## src/rtl/io_cond_pkg.sv

```systemverilog
// Shared constants and helpers for the io_conditioner input-conditioning block.
package io_cond_pkg;

  localparam int MAX_CHANNELS    = 32;
  localparam int DEF_SYNC_STAGES = 2;
  localparam int DEF_DEBOUNCE    = 16;

  // Width of a debounce counter that must reach debounce_cycles-1; never below 1 bit.
  function automatic int cnt_width(input int debounce_cycles);
    int w;
    w = $clog2(debounce_cycles + 1);
    return (w < 1) ? 1 : w;
  endfunction

endpackage : io_cond_pkg

```

## src/rtl/io_cond_channel.sv

```systemverilog
// One input channel: synchroniser, debounce counter, polarity adjust and edge detector.
module io_cond_channel
  import io_cond_pkg::*;
#(
  parameter int   SYNC_STAGES     = DEF_SYNC_STAGES,
  parameter int   DEBOUNCE_CYCLES = DEF_DEBOUNCE,
  parameter logic INVERT          = 1'b0
) (
  input  logic clk,
  input  logic rst_n,
  input  logic din_i,
  input  logic inv_i,
  output logic dout_o,
  output logic rise_o,
  output logic fall_o,
  output logic edge_next_o
);

  localparam int            CW       = cnt_width(DEBOUNCE_CYCLES);
  localparam logic [CW-1:0] CNT_LAST = CW'(DEBOUNCE_CYCLES - 1);

  logic [SYNC_STAGES-1:0] sync_q;
  logic                   sync_lvl;
  logic                   stable_q, stable_d;
  logic [CW-1:0]          cnt_q, cnt_d;
  logic                   dout_q, rise_q, fall_q;
  logic                   dout_d, rise_d, fall_d;

  // Shift the raw pin through the synchroniser chain; nothing else samples din_i.
  // NOTE: clocked state uses non-blocking assignments so every flop samples pre-edge values.
  always_ff @(posedge clk or negedge rst_n) begin
    if (!rst_n) sync_q <= '0;
    else        sync_q <= {sync_q[SYNC_STAGES-2:0], din_i};
  end

  assign sync_lvl = sync_q[SYNC_STAGES-1];

  // Debounce: accept a new level only after it persists; any reversion restarts the count.
  // NOTE: every output of this block gets a default first, so no path can infer a latch.
  always_comb begin
    stable_d = stable_q;
    cnt_d    = '0;
    if (sync_lvl != stable_q) begin
      if (cnt_q == CNT_LAST) stable_d = sync_lvl;
      else                   cnt_d    = cnt_q + 1'b1;
    end
    rise_d = stable_d & ~stable_q;
    fall_d = ~stable_d & stable_q;
    dout_d = stable_d ^ INVERT ^ inv_i;
  end

  // Register debounced level, counter and all outputs; reset drops any pending transition.
  always_ff @(posedge clk or negedge rst_n) begin
    if (!rst_n) begin
      stable_q <= 1'b0;
      cnt_q    <= '0;
      dout_q   <= INVERT;
      rise_q   <= 1'b0;
      fall_q   <= 1'b0;
    end else begin
      stable_q <= stable_d;
      cnt_q    <= cnt_d;
      dout_q   <= dout_d;
      rise_q   <= rise_d;
      fall_q   <= fall_d;
    end
  end

  assign dout_o      = dout_q;
  assign rise_o      = rise_q;
  assign fall_o      = fall_q;
  // Derived from registered state only, so the top can register any_edge alongside the pulses.
  assign edge_next_o = rise_d | fall_d;

endmodule : io_cond_channel

```

## src/rtl/io_conditioner.sv

```systemverilog
// Multi-channel board-input conditioner: per-channel sync/debounce/invert/edge plus any_edge.
module io_conditioner
  import io_cond_pkg::*;
#(
  parameter int                CHANNELS        = 4,
  parameter int                SYNC_STAGES     = DEF_SYNC_STAGES,
  parameter int                DEBOUNCE_CYCLES = DEF_DEBOUNCE,
  parameter logic [CHANNELS-1:0] INVERT_MASK   = '0
) (
  input  logic                clk,
  input  logic                rst_n,
  input  logic [CHANNELS-1:0] din,
  input  logic [CHANNELS-1:0] inv,
  output logic [CHANNELS-1:0] dout,
  output logic [CHANNELS-1:0] rise,
  output logic [CHANNELS-1:0] fall,
  output logic                any_edge
);

  logic [CHANNELS-1:0] edge_next;
  logic                any_edge_q;

  for (genvar i = 0; i < CHANNELS; i++) begin : g_ch
    io_cond_channel #(
      .SYNC_STAGES    (SYNC_STAGES),
      .DEBOUNCE_CYCLES(DEBOUNCE_CYCLES),
      .INVERT         (INVERT_MASK[i])
    ) u_ch (
      .clk        (clk),
      .rst_n      (rst_n),
      .din_i      (din[i]),
      .inv_i      (inv[i]),
      .dout_o     (dout[i]),
      .rise_o     (rise[i]),
      .fall_o     (fall[i]),
      .edge_next_o(edge_next[i])
    );
  end

  // Register the OR of next-cycle edges so any_edge lines up with the rise/fall pulses.
  always_ff @(posedge clk or negedge rst_n) begin
    if (!rst_n) any_edge_q <= 1'b0;
    else        any_edge_q <= |edge_next;
  end

  assign any_edge = any_edge_q;

endmodule : io_conditioner

```

## config.mk

```make
export PLATFORM = sky130hd
export DESIGN_NAME = io_conditioner
export DESIGN_NICKNAME = d
export VERILOG_FILES = /design/src/rtl/io_cond_pkg.sv /design/src/rtl/io_cond_channel.sv /design/src/rtl/io_conditioner.sv
export SDC_FILE = /design/constraint.sdc
export NUM_CORES = 1
export LEC_CHECK = 0
export CORE_MARGIN = 5
export CORE_UTILIZATION = 53
export DETAILED_ROUTE_END_ITERATION = 10
export GPL_ROUTABILITY_DRIVEN = 0
export PLACE_DENSITY = 0.78
export REMOVE_ABC_BUFFERS = 1
export SLEW_MARGIN = 20
export SYNTH_ARGS = -nofsm -noshare
export SYNTH_HDL_FRONTEND = slang
export SYNTH_HIERARCHICAL = 1
export SYNTH_SLANG_ARGS = --single-unit
```

## constraint.sdc

```tcl
create_clock -name clk -period 2.78 [get_ports clk]
set_input_delay 0.695 -clock clk [delete_from_list [all_inputs] [get_ports clk]]
set_output_delay 0.695 -clock clk [all_outputs]
set_load 0.05 [all_outputs]
```

* Yosys cells after proc, flatten, opt, wreduce, memory -nomap -nowiden
Index checks and enable logic that the tools add are counted. W data, S select, Z words.
Word-level totals: register bits 45, bits of input ports 10, output and inout bits 13, logic and storage cells 78
Operators by class: add/sub/neg operators 4, equal/unequal tests 8, mux-type cells 16, bitwise operators 24, reductions and logical operators 1
Operators by type and width (count):
- $mux W5 | 8
- $add A5 B1 Y5 const B | 4
- $eq A5 B4 Y1 const B | 4
- $and A1 B1 Y1 | 8
- $mux W1 | 8
- $not A1 Y1 | 8
- $ne A1 B1 Y1 | 4
- $or A1 B1 Y1 | 4
- $reduce_or A4 Y1 | 1
- $xor A1 B1 Y1 | 4

* Longest topological paths before layout
Gate-level depths: netlist (run 1).
depth after elaboration 7, depth in mapped cells 6, mapped depth without buffers 6

* Hierarchy
Netlist (run 1), hierarchy kept.
By module, submodules not included:
- io_cond_channel | times used 4, cells each 31, area each 440.4 um^2, seq. area each 275.3 um^2
- io_conditioner | times used 1, cells each 2, area each 32.5 um^2, seq. area each 25.0 um^2

* Least setup slack after synthesis (run 1)
Ideal clock, no wire load.
path kind flip-flop to flip-flop, from register g_ch[1].u_ch.cnt_q[0], to register any_edge_q, in the netlist any_edge, arrival time 1.852 ns, data required time 2.641 ns, slack 0.790 ns, cell stages (with the launch flop) 7, cells stage by stage dfrtp_1 -> ha_1 -> nand4b_4 -> mux2_2 -> ha_1 -> inv_1 -> or4_1
On the way: longest elaborated chain between the ends 7
Ends and longest elaborated chain:
- start: declaration | RTL line io_cond_channel.sv:25 | logic [CW-1:0] cnt_q, cnt_d;
- start signal: assignment | RTL line io_cond_channel.sv:62 | cnt_q <= cnt_d;
- $eq A5 B4 Y1 * | RTL line io_cond_channel.sv:44 | if (cnt_q == CNT_LAST) stable_d = sync_lvl;
- $mux W1 * | RTL line io_cond_channel.sv:44
- $mux W1 * | RTL line io_cond_channel.sv:43 | if (sync_lvl != stable_q) begin
- $not A1 Y1 | RTL line io_cond_channel.sv:48 | fall_d = ~stable_d & stable_q;
- $and A1 B1 Y1 | RTL line io_cond_channel.sv:48
- $or A1 B1 Y1 * | RTL line io_cond_channel.sv:73 | assign edge_next_o = rise_d | fall_d;
- via edge_next[1] | RTL line io_conditioner.sv:20 | logic [CHANNELS-1:0] edge_next;
- $reduce_or A4 Y1 * | RTL line io_conditioner.sv:43 | else any_edge_q <= |edge_next;
- end signal: assignment | RTL line io_conditioner.sv:43
- end: declaration | RTL line io_conditioner.sv:21 | logic any_edge_q;
Mark *: on every way through the listed nets, which the timed path passes. The rest lies on a longest branch.

* Worst setup path after layout (run 1)
from register any_edge_q, in the netlist any_edge, to output any_edge
RTL lines:
- end: declaration | RTL line io_conditioner.sv:17 | output logic any_edge
No word-level cell between the ends.

==> results of run 1 <==
-- registers in the layout, summed over array words and instances (netlist names) --
name	count
any_edge	1
g_ch.u_ch/rise_o	4
g_ch.u_ch/sync_q	8
g_ch.u_ch/fall_o	4
g_ch.u_ch/stable_q	4
g_ch.u_ch/cnt_q	20
g_ch.u_ch/dout_o	4
-- per-stage QoR --
stage                     cell area, µm²  utilization, %
after floorplan                     1794               -
after CTS                           2156           65.12
final                               2176           65.72
after global placement              2067           62.43
after global routing                2176           65.72
after detailed placement            2067           62.43
-- metal layers --
layer / vias up / part of all wire (%)
met3: 7 / 5.7
met2: 25 / 49
li1: 487 / -
met1: 495 / 43
met5: - / 0
met4: 0 / 2.3
-- cell families after synthesis --
kind of cell,synth area share [%]
flops,62.76
xor+xnor,7.810
fa+ha+maj,5.579
simple gates,16.32
buf+inv,1.674
mux,5.858
-- cells in the final DEF (no fill, tap or decap), drive strengths merged --
cell           synthesis  layout
dfrtp                 45      45
clkdlybuf4s50          0      21
xor2                  16      16
inv                    8       8
nand3                  8       8
nor2                   8       8
ha                     8       8
and3                   8       8
mux2                   8       8
clkbuf                 0       6
nand4b                 4       4
nand2                  4       4
and2                   4       4
nor4                   4       4
buf                    0       2
or4                    1       1
bufinv                 0       1
clkinvlp               0       1
-- area by class of cell --
type / instances / share of cell area [%]
Clock buffer: 6 / 2.358
Clock inverter: 2 / 1.725
Inverter: 8 / 1.380
Multi-Input combinational cell: 73 / 29.33
Sequential cell: 45 / 51.75
Tap cell: 46 / 2.645
Timing Repair Buffer: 23 / 10.81
-- path summary, 6_finish.rpt --
| path | slack, ps | end | from | cells after the start |
|---|---|---|---|---|
| hold / removal | 250 | g_ch[1].u_ch/stable_q$_DFF_PN0_ | rst_n | 1 |
| min in group clk | 360 | g_ch[2].u_ch/sync_q[1]$_DFF_PN0_ | g_ch[2].u_ch/sync_q[0]$_DFF_PN0_ | 0 |
| hold reg to reg | 360 | g_ch[2].u_ch/sync_q[1]$_DFF_PN0_ | g_ch[2].u_ch/sync_q[0]$_DFF_PN0_ | 0 |
| setup / recovery | 580 | any_edge | any_edge$_DFF_PN0_ | 1 |
| max in group asynchronous | 2050 | g_ch[2].u_ch/dout_o$_DFF_PN0_ | rst_n | 2 |
| setup reg to reg | 700 | any_edge$_DFF_PN0_ | g_ch[1].u_ch/cnt_q[0]$_DFF_PN0_ | 6 |
-- power by group --
part           leakage [nW]  switching, mW  internal [mW]
Combinational         0.608         0.0431         0.0357
Clock                0.0445          0.198          0.214
Sequential            0.591         0.0192          0.677
Total                  1.24          0.260          0.927
==> flow_metrics.env, run 1 <==
export IMPL_outcome="complete, no violations"
export IMPL_crit_arrival_ps=1510
export IMPL_nNetsFinal=174
export IMPL_synth_area_leader_cell="dfrtp_1"
export IMPL_grt_start_max_net_pins=46
export IMPL_synth_async_reset_ratio_pct=100.0
export IMPL_areaGrowthSynthToFinish_pct=21.27
export IMPL_synth_top_cell_area_share_pct=62.76
export IMPL_post_cts_buffers=0
export IMPL_core_rowCount=21
export IMPL_worst_slew_pin_slew_ps=505.5
export IMPL_power_per_cell_area_mw_per_mm2=545.6
export IMPL_vias=1014
export IMPL_startpoint_type="flop"
export IMPL_grt_met3_usage_pct=4.269
export IMPL_synth_edff_count=0
export IMPL_die_w_um=68.19
export IMPL_period_needed_ps=2205
export IMPL_wl_mm=2.652
export IMPL_clkSlewWorstSetupHoldPaths_ps=130
export IMPL_fin_tns_setup_ps=0
export IMPL_wl_per_cell_um=13.06
export IMPL_rsz0062_at_grt="no"
export IMPL_synth_commonest_cells="dfrtp_1, xor2_1"
export IMPL_synth_seq_cells=45
export IMPL_cts_made_buffers=5
export IMPL_grt_met2_usage_pct=23.23
export IMPL_coreArea_mm2=0.003311
export IMPL_max_stage_delay_ps=800
export IMPL_fill_cells=258
export IMPL_fin_hold_ws_ps=250.4
export IMPL_final_cells=203
export IMPL_synth_top_cells_by_area="dfrtp_1, xor2_1, ha_1, nand4b_4, mux2_4"
export IMPL_grt_ovfl_total=0
export IMPL_total_power_mw=1.187
export IMPL_grt_total_usage_pct=14.21
export IMPL_timing_final_crit_share_pct=79.30
export IMPL_use_met1_pct=16.83
export IMPL_end_kind="primary output"
export IMPL_cts_hold_buf=0
export IMPL_initial_utilization_pct=54.20
export IMPL_busiest_layer="met2"
export IMPL_syn_inst=126
export IMPL_syn_area_per_cell_um2=14.24
export IMPL_setup_violations=0
export IMPL_fmax_mhz=453.6
export IMPL_clock_sinks=45
export IMPL_cpLargestDelayFamily="buffers and inverters"
export IMPL_vias_per_cell=4.995
export IMPL_crit_chain="clkdlybuf4s50_1"
export IMPL_cts_buffer_depth=2
export IMPL_ys_types=15
export IMPL_cts_root_buf="clkbuf_4"
export IMPL_n_antenna_cell=0
export IMPL_cp_max_fo=1
export IMPL_drv_cap=0
export IMPL_finClkSkew_ps=10.98
export IMPL_netlist_area_mm2=0.001794
export IMPL_grt_pass1_wl_mm=4.685
export IMPL_multi_input_area_um2=638.1
export IMPL_cts_resized=0
export IMPL_die_area_mm2=0.004649
export IMPL_maxSlewHeadroom_pct=66.20
export IMPL_dr_pass1_iters=2
export IMPL_seqCellArea_mm2=0.001126
export IMPL_drt_antenna_violating_nets=0
export IMPL_port_buffers=22
export IMPL_grt_pass1_vias=1073
export IMPL_min_path_type="in -> async"
export IMPL_dp_hpwl_mm=1.930
export IMPL_vdd_ir_drop_max_mv=0.3941
export IMPL_leakagePower_nw=1.243
export IMPL_worst_slack_ps=575.4
export IMPL_drtIter0Drc=43
export IMPL_layout_drive_gt1_share_pct=16.56
export IMPL_yosysSeqAreaShare_pct=62.76
export IMPL_die_y_um=68.19
export IMPL_hold_violations=0
export IMPL_synthFlopType="dfrtp_1"
export IMPL_pre_cts_slack_ps=722.3
export IMPL_crit_type="reg -> out"
export IMPL_clk_latency_ps=350
export IMPL_drcViolationCount=0
export IMPL_antenna_found_initial=0
export IMPL_crit_buf_inv=1
export IMPL_boundaryPins=23
export IMPL_yosysMostFrequentCell="dfrtp_1"
export IMPL_ys_warn_count=6
export IMPL_crit_path_top_delay_cell="clkdlybuf4s50_1"
export IMPL_slew_violations=0
export IMPL_required_ps=2090
export IMPL_htreeDepth=2
export IMPL_cts_tree="yes"
export IMPL_dp_cells=194
No activity file was read; power rests on OpenSTA's default activity.
==> run 2: changes to the inputs <==
CORE_UTILIZATION = 48   (was 53)
PLACE_DENSITY = 0.75   (was 0.78)
clock period = 1.9 ns   (was 2.78 ns; I/O delays follow)
==> run 2 against run 1 <==
Effect of this change:
- the flow now finishes with violations (negative setup slack)
- register-to-register slack got worse by 720 ps
- hold slack worse by 7.0 ps
- clock power increased by 40%
- utilization fell by 0.67 points
- flip-flop and latch count unchanged
- non-clock buffer count is 20 higher
- global-route usage up 0.52 points
- critical path depth increased by 5
- power grew 47%
- first-iteration DRC count grew 81%
- clock skew down 6.7 ps
- largest cell class unchanged
==> flow_metrics.env, run 2 (synthesized netlist as in run 1, its figures left out) <==
export IMPL_min_path_type="in -> async"
export IMPL_rsz0062_at_grt="yes"
export IMPL_place_area_mm2=0.002127
export IMPL_coreArea_mm2=0.003633
export IMPL_grt_total_usage_pct=14.73
export IMPL_antenna_found_initial=0
export IMPL_outcome="finished with violations"
export IMPL_vias_per_cell=4.915
export IMPL_dp_hpwl_mm=2.252
export IMPL_wl_mm=3.244
export IMPL_grt_pass1_wl_mm=5.575
export IMPL_clock_sinks=45
export IMPL_dr_pass1_iters=4
export IMPL_cts_buffer_depth=2
export IMPL_dr_max_layer_used="met4"
export IMPL_startpoint_type="flop"
export IMPL_setup_violations=1
export IMPL_crit_arrival_ps=2090
export IMPL_clkSlewWorstSetupHoldPaths_ps=80
export IMPL_wl_met2_mm=1.757
export IMPL_layout_drive_gt1_share_pct=37.50
export IMPL_drv_cap=0
export IMPL_p_comb_share_pct=8.2
export IMPL_fin_hold_ws_ps=243.4
export IMPL_cts_root_buf="clkbuf_8"
export IMPL_slew_violations=0
export IMPL_vdd_ir_drop_max_mv=0.4816
export IMPL_die_w_um=71.14
export IMPL_end_kind="flop"
export IMPL_drt_antenna_violating_nets=0
export IMPL_cts_made_buffers=5
export IMPL_die_y_um=71.14
export IMPL_nNetsFinal=194
export IMPL_final_cell_mix="dfrtp_1, buf_4, xor2_1"
export IMPL_pwr_share_clk_pct=33.2
export IMPL_hold_violations=0
export IMPL_largest_reg_flops=20
export IMPL_failed_checks="negative setup slack"
export IMPL_vias=1101
export IMPL_switching_share_pct=22.46
export IMPL_stdcell_area_mm2=0.002364
export IMPL_boundaryPins=23
export IMPL_leakagePower_nw=1.363
export IMPL_fin_tns_setup_ps=-22.00
export IMPL_wl_per_cell_um=14.48
export IMPL_power_switching_mw=0.3914
export IMPL_fmax_mhz=520.3
export IMPL_grt_start_max_net_pins=46
export IMPL_worst_slack_ps=-22.00
export IMPL_port_buffers=22
export IMPL_die_area_mm2=0.005061
export IMPL_areaGrowthSynthToFinish_pct=31.73
export IMPL_clk_latency_ps=290
export IMPL_crit_type="reg -> reg"
export IMPL_required_ps=2060
export IMPL_wl_met3_um=135
export IMPL_internal_power_mw=1.351
export IMPL_power_per_cell_area_mw_per_mm2=737.1
export IMPL_drtIter0Drc=78
export IMPL_regMostFlops="g_ch.u_ch/cnt_q"
export IMPL_layout_commonest_cell="dfrtp_1"
export IMPL_pre_cts_slack_ps=-132.1
export IMPL_cts_hold_buf=0
export IMPL_n_antenna_cell=0
export IMPL_core_rowCount=22
export IMPL_grt_pass1_vias=1183
export IMPL_power_frac_seq_pct=58.6
export IMPL_cp_max_fo=2
export IMPL_largestRegisters="g_ch.u_ch/cnt_q (20), g_ch.u_ch/sync_q (8)"
export IMPL_drcViolationCount=0
export IMPL_period_needed_ps=1922
export IMPL_worst_slew_pin_slew_ps=550.9
export IMPL_htreeDepth=2
export IMPL_cts_tree="yes"
export IMPL_finClkSkew_ps=4.256
export IMPL_final_core_util_pct=65.05
export IMPL_met1Wirelength_mm=1.321
export IMPL_grt_ovfl_total=0
export IMPL_timing_final_crit_share_pct=101.2
export IMPL_maxSlewHeadroom_pct=63.27
export IMPL_initial_utilization_pct=49.38
[run 2: changes by cell type in the layout (fill, tap and decap cells not counted), sizes merged]
cell,change
clkbuf,+1
clkdlybuf4s50,-13
buf,+33
clkinvlp,-1
bufinv,-1
[run 2: routing by layer]
layer / global-route usage [%] / up-vias
li1: - / 522
met1: 16.48 / 556
met2: 24.39 / 21
met3: 5.966 / 2
met4: 6.889 / 0
met5: 0 / -
[run 2: final timing paths]
kind	cells after the start	end	startpoint	slack (ps)
max in group asynchronous	2	g_ch[1].u_ch/rise_o$_DFF_PN0_	rst_n	1280
min in group clk	0	g_ch[1].u_ch/sync_q[1]$_DFF_PN0_	g_ch[1].u_ch/sync_q[0]$_DFF_PN0_	350
hold reg to reg	0	g_ch[1].u_ch/sync_q[1]$_DFF_PN0_	g_ch[1].u_ch/sync_q[0]$_DFF_PN0_	350
setup / recovery	6	any_edge$_DFF_PN0_	g_ch[2].u_ch/cnt_q[1]$_DFF_PN0_	-20
setup reg to reg	6	any_edge$_DFF_PN0_	g_ch[2].u_ch/cnt_q[1]$_DFF_PN0_	-20
hold / removal	2	g_ch[2].u_ch/sync_q[0]$_DFF_PN0_	rst_n	240
[run 2: power by group through the flow]
stage	logic, mW	registers, mW	clock network [mW]
after floorplan	0.0414	1.05	0
after global placement	0.121	1.03	0
after detailed placement	0.128	1.04	0
after CTS	0.143	1.02	0.604
after global routing	0.158	1.03	0.669
final	0.142	1.02	0.578
[run 2: final cells by class]
type                    instances  area, µm²
flip-flops and latches         45       1126
multi-input cells              73      720.7
repair buffers                 43      340.3
fillers                       286       1270
clock buffers                   7      86.33
well taps                      48      60.06
inverters                       8      30.03
[run 2: timing repair]
action / in CTS / in global routing
pin swaps: 6 / 2
setup buffers: 7 / 2
endpoints found under the hold margin: 0 / 0
gates cloned: 0 / 0
endpoints found under the setup margin: 1 / 1
resized for setup: 14 / 1
[run 2: per-stage QoR]
| step | cells | total power, mW |
|---|---|---|
| 5_1_grt | 224 | 1.854 |
| 2_1_floorplan | 126 | 1.090 |
| 4_1_cts | 222 | 1.769 |
| 3_3_place_gp | 208 | 1.155 |
| 3_5_place_dp | 208 | 1.165 |
| 6_report | 224 | 1.742 |
[run 2: worst max-delay path, cell delays in order, from the launching register on]
cell	delay, ps
dfrtp_1	420
ha_4	190
nand4b_4	90
mux2_4	320
ha_4	260
inv_2	30
or4_1	500
